**src/rtl/if_stage_if.sv**
```systemverilog
// if_stage_if: decode-side and instruction-memory-side signals of the fetch stage.
// master = fetch stage, slave = decode/memory environment.
interface if_stage_if;
  logic        stall;
  logic        jump_taken;
  logic [31:0] jump_addr;
  logic        imem_req;
  logic [31:0] imem_addr;
  logic        imem_gnt;
  logic        imem_rvalid;
  logic [31:0] imem_rdata;
  logic [31:0] inst;
  logic [31:0] inst_addr;
  logic        inst_valid;
  modport master (
    input  stall, jump_taken, jump_addr, imem_gnt, imem_rvalid, imem_rdata,
    output imem_req, imem_addr, inst, inst_addr, inst_valid
  );
  modport slave (
    output stall, jump_taken, jump_addr, imem_gnt, imem_rvalid, imem_rdata,
    input  imem_req, imem_addr, inst, inst_addr, inst_valid
  );
endinterface

```
**src/rtl/if_stage.sv**
```systemverilog
// if_stage: PC owner issuing in-order imem fetches into a prefetch buffer, one inst/cycle to decode.
// Define IF_BYPASS_EN to forward a response straight to decode when the buffer is empty.
module if_stage #(
  parameter logic [31:0] RESET_PC   = 32'h0000_0000,
  parameter int          FIFO_DEPTH = 2
) (
  input logic        clk,
  input logic        rst,
  if_stage_if.master bus
);
  localparam int PW = $clog2(FIFO_DEPTH);
  localparam int CW = $clog2(FIFO_DEPTH + 1);
  localparam logic [PW-1:0] LAST = PW'(FIFO_DEPTH - 1);
  logic [31:0] pc_q, pc_d;
  logic [CW-1:0] out_q, out_d, drop_q, drop_d, cnt_q, cnt_d;
  logic [PW-1:0] ah_q, ah_d, at_q, at_d, bh_q, bh_d, bt_q, bt_d;
  logic [31:0] addr_fifo [FIFO_DEPTH];
  logic [31:0] buf_inst [FIFO_DEPTH];
  logic [31:0] buf_addr [FIFO_DEPTH];
  logic [31:0] inst_q, inst_d, inst_addr_q, inst_addr_d;
  logic        valid_q, valid_d;
  logic        req, accept, rsp, keep, redir, push, pop, byp;
  logic [31:0] rsp_pc4;
  function automatic logic [PW-1:0] inc(input logic [PW-1:0] p);
    return p == LAST ? '0 : p + PW'(1);
  endfunction
  assign req     = !rst && (out_q + cnt_q) < CW'(FIFO_DEPTH);
  assign accept  = req && bus.imem_gnt;
  assign rsp     = bus.imem_rvalid && out_q != '0;
  assign keep    = rsp && drop_q == '0;
  assign redir   = bus.jump_taken && !bus.stall;
  assign rsp_pc4 = addr_fifo[ah_q] + 32'd4;
`ifdef IF_BYPASS_EN
  assign byp = keep && cnt_q == '0 && !bus.stall && !redir;
`else
  assign byp = 1'b0;
`endif
  assign push = keep && !redir && !byp;
  assign pop  = !bus.stall && !redir && cnt_q != '0;
  always_comb begin
    pc_d        = redir ? bus.jump_addr : accept ? pc_q + 32'd4 : pc_q;
    out_d       = out_q + CW'(accept) - CW'(rsp);
    // a redirect kills every fetch still in flight, including one granted this cycle
    drop_d      = redir ? out_q - CW'(rsp) + CW'(accept) : drop_q - CW'(rsp && drop_q != '0);
    cnt_d       = redir ? '0 : cnt_q + CW'(push) - CW'(pop);
    at_d        = accept ? inc(at_q) : at_q;
    ah_d        = rsp ? inc(ah_q) : ah_q;
    bt_d        = redir ? '0 : push ? inc(bt_q) : bt_q;
    bh_d        = redir ? '0 : pop ? inc(bh_q) : bh_q;
    inst_d      = bus.stall ? inst_q : byp ? bus.imem_rdata : pop ? buf_inst[bh_q] : 32'h0;
    inst_addr_d = bus.stall ? inst_addr_q : byp ? rsp_pc4 : pop ? buf_addr[bh_q] : inst_addr_q;
    valid_d     = bus.stall ? valid_q : byp || pop;
  end
  always_ff @(posedge clk) begin
    if (rst) begin
      pc_q        <= RESET_PC;
      out_q       <= '0;
      drop_q      <= '0;
      cnt_q       <= '0;
      ah_q        <= '0;
      at_q        <= '0;
      bh_q        <= '0;
      bt_q        <= '0;
      inst_q      <= 32'h0;
      inst_addr_q <= 32'h0;
      valid_q     <= 1'b0;
    end else begin
      pc_q        <= pc_d;
      out_q       <= out_d;
      drop_q      <= drop_d;
      cnt_q       <= cnt_d;
      ah_q        <= ah_d;
      at_q        <= at_d;
      bh_q        <= bh_d;
      bt_q        <= bt_d;
      inst_q      <= inst_d;
      inst_addr_q <= inst_addr_d;
      valid_q     <= valid_d;
    end
  end
  always_ff @(posedge clk) begin
    if (accept) addr_fifo[at_q] <= pc_q;
    if (push) begin
      buf_inst[bt_q] <= bus.imem_rdata;
      buf_addr[bt_q] <= rsp_pc4;
    end
  end
  assign bus.imem_req   = req;
  assign bus.imem_addr  = pc_q;
  assign bus.inst       = inst_q;
  assign bus.inst_addr  = inst_addr_q;
  assign bus.inst_valid = valid_q;
  assert property (@(posedge clk) disable iff (rst) !(bus.imem_rvalid && out_q == '0));
endmodule

```
**src/flat_wrapper.sv**
```systemverilog
// flat-port wrapper written by rule: the top's interface ports become plain ports
module if_stage_flat 
#(
  parameter logic [31:0] RESET_PC   = 32'h0000_0000,
  parameter int          FIFO_DEPTH = 2
)
  (clk, rst, bus_stall, bus_jump_taken, bus_jump_addr, bus_imem_gnt, bus_imem_rvalid, bus_imem_rdata, bus_imem_req, bus_imem_addr, bus_inst, bus_inst_addr, bus_inst_valid);
  if_stage_if bus_i ();
  input logic clk;
  input logic rst;
  input wire logic [$bits(bus_i.stall)-1:0] bus_stall;
  input wire logic [$bits(bus_i.jump_taken)-1:0] bus_jump_taken;
  input wire logic [$bits(bus_i.jump_addr)-1:0] bus_jump_addr;
  input wire logic [$bits(bus_i.imem_gnt)-1:0] bus_imem_gnt;
  input wire logic [$bits(bus_i.imem_rvalid)-1:0] bus_imem_rvalid;
  input wire logic [$bits(bus_i.imem_rdata)-1:0] bus_imem_rdata;
  output wire logic [$bits(bus_i.imem_req)-1:0] bus_imem_req;
  output wire logic [$bits(bus_i.imem_addr)-1:0] bus_imem_addr;
  output wire logic [$bits(bus_i.inst)-1:0] bus_inst;
  output wire logic [$bits(bus_i.inst_addr)-1:0] bus_inst_addr;
  output wire logic [$bits(bus_i.inst_valid)-1:0] bus_inst_valid;
  assign bus_i.stall = bus_stall;
  assign bus_i.jump_taken = bus_jump_taken;
  assign bus_i.jump_addr = bus_jump_addr;
  assign bus_i.imem_gnt = bus_imem_gnt;
  assign bus_i.imem_rvalid = bus_imem_rvalid;
  assign bus_i.imem_rdata = bus_imem_rdata;
  assign bus_imem_req = bus_i.imem_req;
  assign bus_imem_addr = bus_i.imem_addr;
  assign bus_inst = bus_i.inst;
  assign bus_inst_addr = bus_i.inst_addr;
  assign bus_inst_valid = bus_i.inst_valid;
  if_stage #(.RESET_PC(RESET_PC), .FIFO_DEPTH(FIFO_DEPTH)) u_core (.clk(clk), .rst(rst), .bus(bus_i));
endmodule
```
**config.mk**
```make
export PLATFORM = sky130hd
export DESIGN_NAME = if_stage_flat
export DESIGN_NICKNAME = d
export VERILOG_FILES = /design/src/rtl/if_stage_if.sv /design/src/rtl/if_stage.sv /design/src/flat_wrapper.sv
export SDC_FILE = /design/constraint.sdc
export NUM_CORES = 1
export LEC_CHECK = 0
export CAP_MARGIN = 20
export CELL_PAD_IN_SITES_DETAIL_PLACEMENT = 2
export CELL_PAD_IN_SITES_GLOBAL_PLACEMENT = 2
export CORE_MARGIN = 2
export CORE_UTILIZATION = 37
export CTS_CLUSTER_SIZE = 20
export DETAILED_ROUTE_END_ITERATION = 8
export PLACE_DENSITY_LB_ADDON = 0.1
export SLEW_MARGIN = 10
export SYNTH_ARGS = -nofsm -noshare
export SYNTH_HDL_FRONTEND = slang
export SYNTH_SLANG_ARGS = --single-unit
```
**constraint.sdc**
```tcl
create_clock -name clk -period 5.7 [get_ports clk]
set_input_delay 1.14 -clock clk [delete_from_list [all_inputs] [get_ports clk]]
set_output_delay 1.14 -clock clk [all_outputs]
set_load 0.03 [all_outputs]
```
After elaboration in Yosys (flattened, before gate mapping)
Memories as Yosys holds them, arrays and structs flattened. A register that Yosys moved wholly into a read port is not among the register bits.
Index checks and enable logic that the tools add are counted.

storage, ports and cells
  register bits = 75
  RAM bits = 192
  memories kept = 3

memories
  name              depth  width  read ports  clocked after memory_dff  write ports  line            text
  u_core.addr_fifo  2      32     1           1                         1            if_stage.sv:17  logic [31:0] addr_fifo [FIFO_DEPTH];
  u_core.buf_addr   2      32     1           1                         1            if_stage.sv:19  logic [31:0] buf_addr [FIFO_DEPTH];
  u_core.buf_inst   2      32     1           1                         1            if_stage.sv:18  logic [31:0] buf_inst [FIFO_DEPTH];

cells by class
  add/subtract/negate cells = 14
  magnitude comparators = 1
  muxes and demuxes = 16
  bitwise operators = 1
  reduce and logical (&&, ||, !) cells = 19

operators by type and width
  cell                                                             count
  32-bit 2-to-1 mux                                                3
  32-bit by 3-bit adder with 32-bit output, second input constant  2
  1-bit 2-to-1 mux                                                 12
  1-bit logical AND                                                9
  2-bit nonzero test                                               4
  2-bit by 1-bit subtractor with 2-bit output                      4
  2-bit by 1-bit adder with 2-bit output                           3
  1-bit adder, second input constant                               4
  1-bit logical NOT                                                3
  2-bit adder                                                      1
  2-bit logical NOT                                                1
  2-bit < comparator, second input constant                        1
  2-bit 2-to-1 mux                                                 1
  2-bit AND reduction                                              1
  2-bit OR reduction                                               1
  1-bit NOT                                                        1

Logic depth before layout (Yosys ltp)
  depth after elaboration = 7
  mapped depth = 15
  gate-level depth less buffers = 10

Least setup slack after synthesis
No wires, ideal clock.

  path type = input to register
  start = input port bus_stall
  end = memory u_core.buf_addr[0][0], enable pin
  setup time = 0.494 ns
  data arrival time = 4.796 ns
  required time = 5.206 ns
  slack = 0.411 ns
  stages = 4
  path buffers = 1
  cells stage by stage = clkbuf_1 -> nor2b_1 -> nor4_1 -> nor2b_1

on the way
  word-level cells in the longest chain between the ends = 6

RTL lines
  what                                    line                text
  from (decl)                             flat_wrapper.sv:11  input wire logic [$bits(bus_i.stall)-1:0] bus_stall;
  1-bit logical NOT                       if_stage.sv:31      assign redir = bus.jump_taken && !bus.stall;
  1-bit logical AND                       if_stage.sv:31
  1-bit logical NOT                       if_stage.sv:38      assign push = keep && !redir && !byp;
  1-bit logical AND                       if_stage.sv:38
  1-bit 2-to-1 mux                        if_stage.sv:83      if (push) begin
  1-bit 2-to-1 mux (implied by the code)  if_stage.sv:85      buf_addr[bt_q] <= rsp_pc4;
  to (decl)                               if_stage.sv:19

No other way between the ends.

Worst setup path after layout
  start = register u_core.cnt_q[1]
  end = output port bus_imem_req

on the way
  word-level cells in the longest chain between the ends = 3

RTL lines
  what                    line                text
  from (decl)             if_stage.sv:15      logic [CW-1:0] out_q, out_d, drop_q, drop_d, cnt_q, cnt_d;
  from (signal assigned)  if_stage.sv:71      cnt_q <= cnt_d;
  2-bit adder             if_stage.sv:27      assign req = !rst && (out_q + cnt_q) < CW'(FIFO_DEPTH);
  2-bit < comparator      if_stage.sv:27
  1-bit logical AND       if_stage.sv:27
  to (decl)               flat_wrapper.sv:17  output wire logic [$bits(bus_i.imem_req)-1:0] bus_imem_req;

No other way between the ends.

==> metrics.cfg <==
[pwr]
power_density_nw_per_um2 = 380.3
swShare_pct = 26.11
netSwitchingPower_mw = 1.511
p_seq_share_pct = 46.7
p_clk_share_pct = 38.3
internal_power_mw = 4.274
p_leak_nw = 4.952
vdd_drop_max_mv = 0.1633
p_comb_share_pct = 14.9

[timing]
period_share_pct = 65.25
tightestPinTransition_ns = 1.063
relSlewSlack_pct = 29.11
setup_violations = 0
max_freq_mhz = 268.9
fin_setup_tns_ns = 0
min_period_ns = 3.720
maxSlewViolCount = 0
rsz0062_at_grt = no
hold_viol = 0
clock_skew_ns = 0.01661
whs_ns = 0.5023

[clocking]
postCtsSetupRepairBufs = 0
max-clock-path-buffers = 3
htreeDepth = 2
root_buffer = clkbuf_16
cts_resized = 0
cts_tree = built
clkLatencyLatePin_ns = 0.52
clkTransAtPathRegs_ns = 0.06
hold_buffers = 0
cts-buffers-inserted = 35
clock_sink_count = 301

[synth]
yosysUniqueCellTypes = 46
synth_area_per_cell_um2 = 13.16
yosysWarnings = 0
ys_ff_latch = 301
synthesis.area_um2 = 11970
yosysSeqAreaShare_pct = 66.39
synthCells = 910
synthesis.nets = 987

[setup_path]
arrival_ns = 2.58
slowest_delay_ns = 0.63
worstPathRequired_ns = 4.56
cp_num_buf_inv = 1
critPathTopFamily = XOR/XNOR gates
cp-end-kind = primary output
worstSetupPathType = reg2out
worstPathCellList = xnor2_1 > xor2_1 > nor2_1 > clkdlybuf4s50_1
start_kind = flip-flop
critPathSlowestCell = clkdlybuf4s50_1
crit_start = u_core.cnt_q[1]$_SDFF_PP0_
worstPathMaxFanout = 6

[grt]
grt_overflow = 0
grt_pass1_wl_um = 46080
track_usage_pct = 17.37
grt_pass1_vias = 8318
antenna_found_initial = 0
grt_max_degree = 99

[layout]
drive_gt1_share_pct = 10.81
final_common_cell = edfxtp_1
final_area_um2 = 15210
insertedDiodeCount = 0
nNetsFinal = 1151
syn2layout_area_growth_pct = 27.06
layout_common_cells = edfxtp_1 (192), clkdlybuf4s50_1 (166), nor2_1 (114)

[floorplan]
core-area_um2 = 31720
die_h_um = 183.9
rows = 65
start_util_pct = 37.74
io_pins = 168
die_w_um = 183.9
die-area_um2 = 33810

[status]
outcome = complete, no violations

[flow_run]
maxCapViolations = 0

[drt]
detail-route-antenna-nets = 0
vias_per_cell = 5.139
routedWlPerCell_um = 19.42
drt_iter0_markers = 216
drt_pass1_iterations = 4
drc = 0
vias = 7724
wl_um = 29180

[place]
post_dp_cell_area_um2 = 14050
hpwl_um = 19110
port_buffers = 167
place.gp.congestion = 0.7723

[worst_hold_path]
hp-start = u_core.bus.inst_addr[6]$_SDFFE_PP0P_
min-delay-path-class = reg2reg

[layer usage]
metal / GRT usage [%] / part of all wire (%) / vias to the layer above
met5: 0 / 0 / -
met4: 4.096 / 1.7 / 0
met3: 3.368 / 5.0 / 44
met2: 28.82 / 46 / 182
met1: 23.54 / 47 / 3805
li1: - / - / 3693
[metrics by stage]
stage	instances	power, mW	utilization (%)	setup slack [ns]
5_1_grt	1503	6.039	47.96	1.846
4_1_cts	1502	5.864	47.93	1.970
2_1_floorplan	910	3.291	-	0.4105
3_3_place_gp	1438	3.582	44.31	1.776
6_report	1503	5.785	47.96	1.980
3_5_place_dp	1438	3.618	44.31	1.719
[area by class of cell]
cell class,count,area [um2]
clock buffers,46,967.2
clock inverters,18,181.4
fillers,3070,16510
inverters,12,45.04
multi-input cells,545,3792
flip-flops and latches,301,7950
well taps,402,503.0
repair buffers,179,1772
[synthesized netlist by cell type (all sizes together)]
cell type | count | share of area, %
a211oi | 57 | 3.6
a21boi | 1 | 0.063
a21oi | 11 | 0.46
a221oi | 1 | 0.13
a222oi | 1 | 0.084
a22o | 1 | 0.073
a22oi | 32 | 2.0
a2bb2oi | 1 | 0.073
a311oi | 4 | 0.29
a31o | 1 | 0.073
a31oi | 1 | 0.052
a32o | 1 | 0.084
a32oi | 1 | 0.073
and2 | 6 | 0.31
and3 | 11 | 0.57
and3b | 2 | 0.15
and4 | 3 | 0.22
buf | 11 | 0.49
clkbuf | 41 | 1.3
dfxtp | 109 | 18
edfxtp | 192 | 48
ha | 7 | 0.73
inv | 12 | 0.38
mux2 | 38 | 3.6
mux2i | 53 | 4.4
nand2 | 40 | 1.3
nand2b | 2 | 0.10
nand3 | 24 | 1.0
nand3b | 7 | 0.44
nand4 | 14 | 0.73
nand4b | 2 | 0.15
nor2 | 115 | 3.6
nor2b | 5 | 0.26
nor3 | 15 | 0.63
nor4 | 7 | 0.49
o21ai | 5 | 0.21
o32ai | 1 | 0.073
or3 | 3 | 0.16
xnor2 | 33 | 2.4
xor2 | 39 | 2.9
[flip-flops by register name, summed over array words and instances, names as in the netlist, 2 cells and up, named ones only]
name / flops
u_core.bus.inst: 32
u_core.out_q: 2
u_core.buf_inst: 64
u_core.cnt_q: 2
u_core.drop_q: 2
u_core.addr_fifo: 64
u_core.buf_addr: 64
u_core.bus.imem_addr: 32
u_core.bus.inst_addr: 32
[cell families after synthesis]
kind of cell               Yosys count  share of synthesized area, %
adders and majority gates            7                        0.7316
AOI/OAI and AO/OA                  119                         7.316
and+or+nand+nor                    256                         10.14
DFF                                301                         66.39
buffers and inverters               64                         2.153
muxes                               91                         8.006
xor gates and xnor gates            72                         5.268
[path summary, 6_finish.rpt]
path	cells past startpoint	to	slack (ns)
setup / recovery	4	bus_imem_req	1.98
hold reg to reg	2	u_core.bus.inst_addr[6]$_SDFFE_PP0P_	0.50
hold / removal	2	u_core.bus.inst_addr[6]$_SDFFE_PP0P_	0.50
setup reg to reg	10	u_core.buf_addr[0][26]$_DFFE_PP_	2.51
[power by group through the flow]
| stage | logic (mW) | clock network, mW | registers, mW |
|---|---|---|---|
| after CTS | 0.878 | 2.28 | 2.71 |
| after global routing | 0.946 | 2.37 | 2.73 |
| final | 0.864 | 2.22 | 2.70 |
| after global placement | 0.843 | 0 | 2.74 |
| after detailed placement | 0.866 | 0 | 2.75 |
| after floorplan | 0.514 | 0 | 2.78 |
[worst register-to-register path: stages (launching register included)]
cell	delay, ns
dfxtp_2	0.50
buf_4	0.57
mux2i_1	0.46
inv_1	0.09
ha_1	0.26
nand4b_1	0.14
nand2_1	0.06
and4_1	0.31
nand2_1	0.19
nor2_1	0.07
xnor2_1	0.31
Note: power is estimated with default switching activity, not from simulation.
